<file path="config.mk">
export PLATFORM = sky130hd
export DESIGN_NAME = orv32_muldiv
export DESIGN_NICKNAME = d
export VERILOG_FILES = /design/src/rtl/orv32_muldiv.sv
export SDC_FILE = /design/constraint.sdc
export NUM_CORES = 1
export LEC_CHECK = 0
export ABC_AREA = 1
export CELL_PAD_IN_SITES_DETAIL_PLACEMENT = 1
export CELL_PAD_IN_SITES_GLOBAL_PLACEMENT = 1
export CORE_ASPECT_RATIO = 0.9
export CORE_MARGIN = 1
export CORE_UTILIZATION = 46
export DETAILED_ROUTE_END_ITERATION = 10
export PLACE_DENSITY_LB_ADDON = 0.1
export SETUP_SLACK_MARGIN = 0.02
export SYNTH_ARGS = -nofsm -noshare
export SYNTH_HDL_FRONTEND = slang
export SYNTH_SLANG_ARGS = --single-unit
</file>
<file path="constraint.sdc">
create_clock -name clk -period 7.5 [get_ports clk]
set_clock_uncertainty 0.1 [all_clocks]
set_input_delay 1.5 -clock clk [delete_from_list [all_inputs] [get_ports clk]]
set_output_delay 1.5 -clock clk [all_outputs]
set_load 0.05 [all_outputs]
</file>
<file path="src/rtl/orv32_muldiv.sv">
// Iterative RV32M multiply/divide unit: radix-2 shift-add multiply and restoring divide.
// Fixed 34-cycle latency; divide-by-zero and signed overflow are resolved at accept.
module orv32_muldiv #(
  parameter int XLEN = 32
) (
  input  logic            clk,
  input  logic            rst_n,
  input  logic            req_valid,
  output logic            req_ready,
  input  logic [2:0]      req_op,
  input  logic [XLEN-1:0] req_rs1,
  input  logic [XLEN-1:0] req_rs2,
  input  logic            kill,
  output logic            resp_valid,
  input  logic            resp_ready,
  output logic [XLEN-1:0] resp_data,
  output logic            busy
);

  localparam int CW = $clog2(XLEN) + 1;

  localparam logic [2:0] OP_MUL    = 3'd0;
  localparam logic [2:0] OP_MULH   = 3'd1;
  localparam logic [2:0] OP_MULHSU = 3'd2;
  localparam logic [2:0] OP_MULHU  = 3'd3;
  localparam logic [2:0] OP_DIV    = 3'd4;
  localparam logic [2:0] OP_DIVU   = 3'd5;
  localparam logic [2:0] OP_REM    = 3'd6;
  localparam logic [2:0] OP_REMU   = 3'd7;

  localparam logic [XLEN-1:0] INT_MIN = {1'b1, {(XLEN-1){1'b0}}};

  typedef enum logic [1:0] {
    S_IDLE = 2'd0,
    S_CALC = 2'd1,
    S_FIX  = 2'd2,
    S_DONE = 2'd3
  } state_e;

  state_e            state_q, state_d;
  logic [CW-1:0]     cnt_q, cnt_d;
  logic [2:0]        op_q, op_d;
  // MUL: {partial sum, multiplier}; DIV: low half holds dividend shifting into quotient.
  logic [2*XLEN-1:0] prod_q, prod_d;
  logic [XLEN-1:0]   rem_q, rem_d;
  logic [XLEN-1:0]   opnd_q, opnd_d;
  logic              neg_q, neg_d;
  logic              rem_neg_q, rem_neg_d;
  logic [XLEN-1:0]   resp_q, resp_d;

  // Operand preparation for an incoming request
  logic            a_signed, b_signed, a_neg, b_neg;
  logic [XLEN-1:0] a_mag, b_mag;
  logic            is_div_req, div_zero, div_ovf;

  assign a_signed   = (req_op == OP_MUL) || (req_op == OP_MULH) || (req_op == OP_MULHSU) ||
                      (req_op == OP_DIV) || (req_op == OP_REM);
  assign b_signed   = (req_op == OP_MUL) || (req_op == OP_MULH) ||
                      (req_op == OP_DIV) || (req_op == OP_REM);
  assign a_neg      = a_signed & req_rs1[XLEN-1];
  assign b_neg      = b_signed & req_rs2[XLEN-1];
  assign a_mag      = a_neg ? (~req_rs1 + 1'b1) : req_rs1;
  assign b_mag      = b_neg ? (~req_rs2 + 1'b1) : req_rs2;
  assign is_div_req = req_op[2];
  assign div_zero   = is_div_req && (req_rs2 == '0);
  assign div_ovf    = ((req_op == OP_DIV) || (req_op == OP_REM)) &&
                      (req_rs1 == INT_MIN) && (req_rs2 == '1);

  // One iteration of each algorithm
  logic [XLEN:0]   mul_sum;
  logic [XLEN:0]   div_shift;
  logic [XLEN:0]   div_diff;
  logic            div_qbit;

  assign mul_sum   = {1'b0, prod_q[2*XLEN-1:XLEN]} +
                     ({1'b0, opnd_q} & {(XLEN+1){prod_q[0]}});
  assign div_shift = {rem_q, prod_q[XLEN-1]};
  assign div_diff  = div_shift - {1'b0, opnd_q};
  assign div_qbit  = ~div_diff[XLEN];

  // Final sign fix-up and result selection
  logic [2*XLEN-1:0] prod_fix;
  logic [XLEN-1:0]   quo_fix, rem_fix, fix_result;

  assign prod_fix = neg_q ? (~prod_q + 1'b1) : prod_q;
  assign quo_fix  = neg_q ? (~prod_q[XLEN-1:0] + 1'b1) : prod_q[XLEN-1:0];
  assign rem_fix  = rem_neg_q ? (~rem_q + 1'b1) : rem_q;

  always_comb begin
    fix_result = '0;
    case (op_q)
      OP_MUL:                       fix_result = prod_fix[XLEN-1:0];
      OP_MULH, OP_MULHSU, OP_MULHU: fix_result = prod_fix[2*XLEN-1:XLEN];
      OP_DIV, OP_DIVU:              fix_result = quo_fix;
      OP_REM, OP_REMU:              fix_result = rem_fix;
      default:                      fix_result = '0;
    endcase
  end

  always_comb begin
    state_d   = state_q;
    cnt_d     = cnt_q;
    op_d      = op_q;
    prod_d    = prod_q;
    rem_d     = rem_q;
    opnd_d    = opnd_q;
    neg_d     = neg_q;
    rem_neg_d = rem_neg_q;
    resp_d    = resp_q;

    case (state_q)
      S_IDLE: begin
        if (req_valid && !kill) begin
          op_d      = req_op;
          cnt_d     = '0;
          neg_d     = a_neg ^ b_neg;
          rem_neg_d = a_neg;
          rem_d     = '0;
          if (div_zero) begin
            resp_d  = req_op[1] ? req_rs1 : '1;
            state_d = S_DONE;
          end else if (div_ovf) begin
            resp_d  = req_op[1] ? '0 : INT_MIN;
            state_d = S_DONE;
          end else begin
            opnd_d  = is_div_req ? b_mag : a_mag;
            prod_d  = {{XLEN{1'b0}}, (is_div_req ? a_mag : b_mag)};
            state_d = S_CALC;
          end
        end
      end

      S_CALC: begin
        if (op_q[2]) begin
          rem_d                = div_qbit ? div_diff[XLEN-1:0] : div_shift[XLEN-1:0];
          prod_d[XLEN-1:0]     = {prod_q[XLEN-2:0], div_qbit};
        end else begin
          prod_d = {mul_sum, prod_q[XLEN-1:1]};
        end
        cnt_d = cnt_q + 1'b1;
        if (cnt_q == CW'(XLEN - 1)) begin
          state_d = S_FIX;
        end
      end

      S_FIX: begin
        resp_d  = fix_result;
        state_d = S_DONE;
      end

      S_DONE: begin
        if (resp_ready) begin
          state_d = S_IDLE;
        end
      end

      default: state_d = S_IDLE;
    endcase

    // A flush overrides accept and completion alike.
    if (kill) begin
      state_d = S_IDLE;
    end
  end

  always_ff @(posedge clk or negedge rst_n) begin
    if (!rst_n) begin
      state_q   <= S_IDLE;
      cnt_q     <= '0;
      op_q      <= '0;
      prod_q    <= '0;
      rem_q     <= '0;
      opnd_q    <= '0;
      neg_q     <= 1'b0;
      rem_neg_q <= 1'b0;
      resp_q    <= '0;
    end else begin
      state_q   <= state_d;
      cnt_q     <= cnt_d;
      op_q      <= op_d;
      prod_q    <= prod_d;
      rem_q     <= rem_d;
      opnd_q    <= opnd_d;
      neg_q     <= neg_d;
      rem_neg_q <= rem_neg_d;
      resp_q    <= resp_d;
    end
  end

  assign req_ready  = (state_q == S_IDLE);
  assign resp_valid = (state_q == S_DONE);
  assign resp_data  = resp_q;
  assign busy       = ~req_ready;

endmodule
</file>
# Yosys cells after proc, flatten, opt, wreduce, memory -nomap -nowiden

Cells that the tools add are included.

Register bits: 173
Bits of input ports: 72
Output and inout bits: 35
Word-level logic and storage cells: 119

Add/sub/neg operators: 8
Eq/ne operators: 26
Multiplexer cells: 33
Bitwise gates (word level): 13
Reductions and logical operators: 29

Operators by type and width:

| cell                                           | count |
|---|---|
| 2-to-1 mux 32 bit                              | 16 |
| 2-to-1 mux 64 bit                              | 4 |
| adder 32 x 1 -> 32 bit (second input constant) | 4 |
| inverter 32 bit                                | 4 |
| case mux 32 bit (2 select lines)               | 2 |
| case mux 32 bit (4 select lines)               | 1 |
| case mux 64 bit (2 select lines)               | 1 |
| adder 64 x 1 -> 64 bit (second input constant) | 1 |
| == test 32 bit (second input constant)         | 2 |
| inverter 64 bit                                | 1 |
| adder 32 x 33 -> 33 bit                        | 1 |
| bitwise AND 32 x 33 -> 33 bit                  | 1 |
| subtractor 33 x 32 -> 33 bit                   | 1 |
| zero test 32 bit                               | 1 |
| == test 3 bit (second input constant)          | 6 |
| 2-to-1 mux 2 bit                               | 6 |
| case mux 6 bit (2 select lines)                | 1 |
| == test 3 x 2 -> 1 bit (second input constant) | 3 |
| AND reduction 3 bit                            | 3 |
| inequality test 2 bit (second input constant)  | 4 |
| case mux 2 bit (4 select lines)                | 1 |
| AND reduction 4 bit                            | 2 |
| logical OR 1 bit                               | 7 |
| adder 6 x 1 -> 6 bit (second input constant)   | 1 |
| other kinds (21)                               | 35 |

# Logic depth before layout (Yosys ltp)

Word-level depth: 12
Mapped depth: 18
Mapped depth without buffers: 17

# Worst setup path after synthesis

OpenSTA, ideal clock, no wires.

Path kind: input to register
Start point: input req_rs1[0]
End point: register prod_q[42]
Setup time: 121 ps
Data arrival time: 3033 ps
Data required time: 7279 ps
Path slack: 4246 ps
Cell stages on the path: 14
Path buffers: 1
Cells stage by stage: inv_1 > ha_1 > inv_2 > nor3_4 > inv_2 > nor2_4 > nand2_4 > nor2_4 > nand4_1 > nand3_4 > nor2_2 > buf_2 > nand3_1 > o21ai_1

Word-level cells in the longest chain between the ends: 5

RTL lines:

| what                                   | line | text |
|---|---|---|
| from (decl)                            | 11   | `input logic [XLEN-1:0] req_rs1,` |
| == test 32 bit                         | 67   | `(req_rs1 == INT_MIN) && (req_rs2 == '1);` |
| logical AND 1 bit                      | 66   | `assign div_ovf = ((req_op == OP_DIV) \|\| (req_op == OP_REM)) &&` |
| logical AND 1 bit                      | 67   |  |
| inequality test 2 bit (no source line) | -    |  |
| AND reduction 5 bit (no source line)   | -    |  |
| to (signal assigned)                   | 181  | `prod_q <= prod_d;` |
| to (decl)                              | 44   | `logic [2*XLEN-1:0] prod_q, prod_d;` |

No other way between the ends.
A chain may end at the register's enable or synchronous reset.

# Worst setup path after layout

Start point: input req_op[1]
End point: register opnd_q[12]

Word-level cells in the longest chain between the ends: 8
Elaborated cells on any way between the ends: 21
Classes of those cells: eq/ne (4); mux (3); bitwise (3); reduce/logical (11)

RTL lines:

| what                                                             | line   | text |
|---|---|---|
| from (decl)                                                      | 10     | `input logic [2:0] req_op,` |
| == test 3 x 1 -> 1 bit / zero test 3 bit (equally long branches) | 56, 58 |  |
| logical OR 1 bit                                                 | 56, 58 |  |
| logical OR 1 bit (2 in a row)                                    | 56     | `assign a_signed = (req_op == OP_MUL) \|\| (req_op == OP_MULH) \|\| (req_op == OP_MULHSU) \|\|` |
| logical OR 1 bit                                                 | 57     | `(req_op == OP_DIV) \|\| (req_op == OP_REM);` |
| bitwise AND 1 bit                                                | 60     | `assign a_neg = a_signed & req_rs1[XLEN-1];` |
| 2-to-1 mux 32 bit                                                | 62     | `assign a_mag = a_neg ? (~req_rs1 + 1'b1) : req_rs1;` |
| 2-to-1 mux 32 bit                                                | 126    | `opnd_d = is_div_req ? b_mag : a_mag;` |
| to (signal assigned)                                             | 183    | `opnd_q <= opnd_d;` |
| to (decl)                                                        | 46     | `logic [XLEN-1:0] opnd_q, opnd_d;` |

Several ways; a longest one is shown, not always the timed one.

==> flow_metrics.tcl <==
set metrics [dict create \
    status "finished, violations left" \
    violations_in_the_final_reports "design-rule violations" \
    pin_count 107 \
    die_width_um 216 \
    drt-pass1-iter-count 11 \
    post_drt_wl_per_cell_um 25.5 \
    synth_flop_cell "sky130_fd_sc_hd__dfrtp_1" \
    startpoint_of_the_worst_register_to_register_path "state_q[1]" \
    synth_commonest_cells "sky130_fd_sc_hd__nand2_1 (890), sky130_fd_sc_hd__nor2_1 (463), sky130_fd_sc_hd__nand3_1 (423), sky130_fd_sc_hd__inv_1 (328), sky130_fd_sc_hd__a21oi_1 (207)" \
    number_of_synthesized_flops_with_an_enable_pin 0 \
    async_reset_ff_share_pct 100 \
    finalWeightedCongestion 1.04 \
    dpl.hpwl_um 78200 \
    cts.sinks 173 \
    vdd.ir_drop.worst_v 0.000239 \
    fin_crit_ns 5.59 \
    clk_root_buffer_cell "sky130_fd_sc_hd__clkbuf_16" \
    io_buffers 106 \
    fmaxAchievable_mhz 179 \
    reg_clk_slew_reported_paths_ns 0.08 \
    antenna_cells 0 \
    min_from "cnt_q[0]" \
    leakagePower_uw 0.0105 \
    p_int_uw 3390 \
    grt_overflow_total 0 \
    worst_path_arrival_time_ns 5.78 \
    cts_tree "done" \
    vias 24200 \
    vias_per_cell 6.33 \
    floorplan.die_area_um2 41900 \
    total_count_of_max_transition_violations_in_the_final_report 0 \
    r2r.worst_path.cells 8 \
    yosys_warnings 0 \
    dieHeight_um 194 \
    critical_path.most_common_cell "sky130_fd_sc_hd__nand2_1" \
    total_switching_power_uw 5350 \
    total_number_of_nets_in_the_final_design 3419 \
    switching_fraction_of_total_power_pct 61.2 \
    design.core.area_um2 40600 \
    core.rowCount 70 \
    hold-path-cell-count 1 \
    area_growth_syn_to_fin_pct 10.1 \
    first_global_vias 23400 \
    crit_path_top_delay_cell "sky130_fd_sc_hd__clkdlybuf4s50_1" \
    layout_worst_path_cycle_share_pct 74.6 \
    postRouteWirelength_um 97600 \
    fillCellCount 5792 \
    dpl_cell_area_um2 20200 \
    power.share.sequential_pct 21.7 \
    finalSetupTns_ns 0 \
    synth.top_cells.by_area "sky130_fd_sc_hd__dfrtp_1 (23%), sky130_fd_sc_hd__nand2_1 (18%), sky130_fd_sc_hd__nand3_1 (11%)" \
    timing_worst_slew_pin_value_ns 1.36 \
    hold_violation_total_from_the_final_report 0 \
    grt_pass1_wl_um 146000 \
    synthCells 3232 \
    postRouteAntennaNets 0 \
    setup_slack_of_the_most_critical_reg_to_reg_path_ns 3.72 \
    critical_path_cell_sequence "clkdlybuf4s50_1 -> inv_1 -> nand2_1 -> nand2_1 -> nand2_1 -> inv_2 -> nand3_1 -> a21oi_1 -> o21ai_0 -> o21ai_1" \
    cp_data_required_time_ns 7.69 \
    grt_start_max_net_pins 89 \
    seq_area_frac_synth_pct 22.9 \
    route.detailed.drc 1 \
    post-synth-top-area-cell "sky130_fd_sc_hd__dfrtp_1" \
    synth_cell_type_count 48 \
    layout.core_utilization_pct 51.3 \
    timing.critical_path.from_type "input port" \
    worstPathMaxFanout 29 \
    crit-reg2reg-capture "rem_q[6]" \
    rsz_0062_raised_after_global_routing "no" \
    max-cap-violations 0 \
    number_of_buffers_inserted_to_repair_setup_after_cts 0 \
    worstSetupPathType "input port to flip-flop" \
    antenna_found_initial 1 \
    holdBufCountCts 0 \
    cts_buffers 17 \
    syn-mean-instance-area_um2 5.85 \
    start_util_pct 46.6 \
    synth_nets 3380 \
    setup_viol 0 \
    synth_area_um2 18900 \
    grt_util_all_layers_pct 45.8 \
    yosys.area.top_type_share_pct 22.9 \
    drive_gt1_share_pct 3.62 \
    timing.max_slew.rel_slack_pct 9.11 \
    h-tree-depth 4 \
    power.density_cell_area_nw_per_um2 419 \
    clockPowerShare_pct 10.6 \
    top_count_cell_post_synth "sky130_fd_sc_hd__nand2_1" \
    timing.hold.worst_endpoint "cnt_q[0]" \
    share_comb_of_total_power_pct 67.6 \
    cts_resized 0 \
    dr.first_iter.drc_count 2679 \
    hold_path_class "flip-flop to flip-flop" \
    crit_path_max_incr_delay_ns 1.27 \
    cts_buffer_depth 2 \
    ys_seq_elements 173 \
    worst_skew_pair.late_latency_ns 0.48 \
    final_non_filler_cell_area_um2 20800 \
    worst_setup_path_end_kind "flip-flop" \
]
==> layout by cell type, fill, tap and decap left out, types with 13 or more instances in the layout <==
cell and count:
sky130_fd_sc_hd__a22oi_1 19, sky130_fd_sc_hd__nand2_1 890, sky130_fd_sc_hd__inv_1 328, sky130_fd_sc_hd__buf_4 16, sky130_fd_sc_hd__clkbuf_16 17, sky130_fd_sc_hd__o22ai_1 15
sky130_fd_sc_hd__o21ai_0 177, sky130_fd_sc_hd__inv_2 13, sky130_fd_sc_hd__a21oi_1 207, sky130_fd_sc_hd__xnor2_1 31, sky130_fd_sc_hd__nor2_1 462, sky130_fd_sc_hd__nand3_1 423
sky130_fd_sc_hd__nand3b_1 18, sky130_fd_sc_hd__xor2_1 44, sky130_fd_sc_hd__o211ai_1 13, sky130_fd_sc_hd__nor3_1 40, sky130_fd_sc_hd__dfrtp_1 172, sky130_fd_sc_hd__nand4_1 53
sky130_fd_sc_hd__ha_1 74, sky130_fd_sc_hd__clkdlybuf4s50_1 104, sky130_fd_sc_hd__o21ai_1 46
==> state kept, by name (all words and copies together), names as in the netlist <==
name / flops
state_q: 2
rem_q: 32
opnd_q: 32
rem_neg_q: 1
neg_q: 1
resp_data: 32
op_q: 3
cnt_q: 6
prod_q: 64
==> final cells by class <==
type / count / area [µm²] / area share, %
Clock buffer: 18 / 429 / 2.06
Clock inverter: 14 / 145 / 0.697
Inverter: 342 / 1280 / 6.17
Multi-Input combinational cell: 2615 / 12800 / 61.4
Sequential cell: 173 / 4330 / 20.8
Tap cell: 540 / 676 / 3.25
Timing Repair Buffer: 122 / 1180 / 5.66
==> kinds of logic (layout without fill, tap and decap cells) <==
| kind of cell | count (synthesis) | count (layout) | synth area share, % |
|---|---|---|---|
| AO/OA/AOI/OAI | 518 | 518 | 14.7 |
| adder cells (fa/ha/maj) | 76 | 76 | 5.11 |
| XOR/XNOR | 75 | 75 | 3.47 |
| AND/OR/NAND/NOR | 1946 | 1946 | 44.3 |
| flip-flops | 173 | 173 | 22.9 |
| buffers and inverters | 444 | 496 | 9.52 |
==> through the flow <==
stage                     worst slack (ns)  power (µW)  instances  hold slack [ns]
after CTS                             2.24        8420       3824            0.415
after floorplan                       4.25        5380       3232            0.364
after global routing                  1.74        9130       3824            0.450
final                                 1.91        8730       3824            0.410
after detailed placement              1.92        7460       3792            0.404
after global placement                2.08        7240       3792            0.370
==> power by group through the flow <==
stage	combinational (µW)	sequential [µW]	clock [µW]
after floorplan	3510	1870	0
after global placement	5410	1830	0
after detailed placement	5610	1850	0
after CTS	5670	1840	914
after global routing	6290	1890	943
final	5910	1900	928
==> worst max-delay path by stage <==
| stage | start | to | slack [ns] | cells past startpoint |
|---|---|---|---|---|
| 2_1_floorplan | req_rs1[0] | prod_q[42] | 4.25 | 14 |
| 3_3_place_gp | req_op[1] | opnd_q[14] | 2.08 | 13 |
| 3_5_place_dp | req_op[1] | opnd_q[14] | 1.92 | 13 |
| 4_1_cts | req_op[1] | opnd_q[14] | 2.24 | 12 |
| 5_1_grt | req_op[1] | opnd_q[12] | 1.74 | 10 |
| 6_report | req_op[1] | opnd_q[12] | 1.91 | 10 |
==> layer usage <==
layer  vias to the layer above  wire, µm  share of wire, %  global-route usage [%]
met5                         -        13             0.013                       0
met4                         2      4650               4.8                    19.4
met3                       248     10200                10                    9.34
met2                      1437     42300                43                    69.9
met1                     11800     40300                41                    62.7
li1                      10700         -                 -                       -
==> worst max-delay path, delay by kind of cell <==
family / cells / cell delay, ns
AOI/OAI and AO/OA: 3 / 1.15
buffers and inverters: 3 / 2.02
and+or+nand+nor: 4 / 1.09
(Power assumes the default switching activity.)
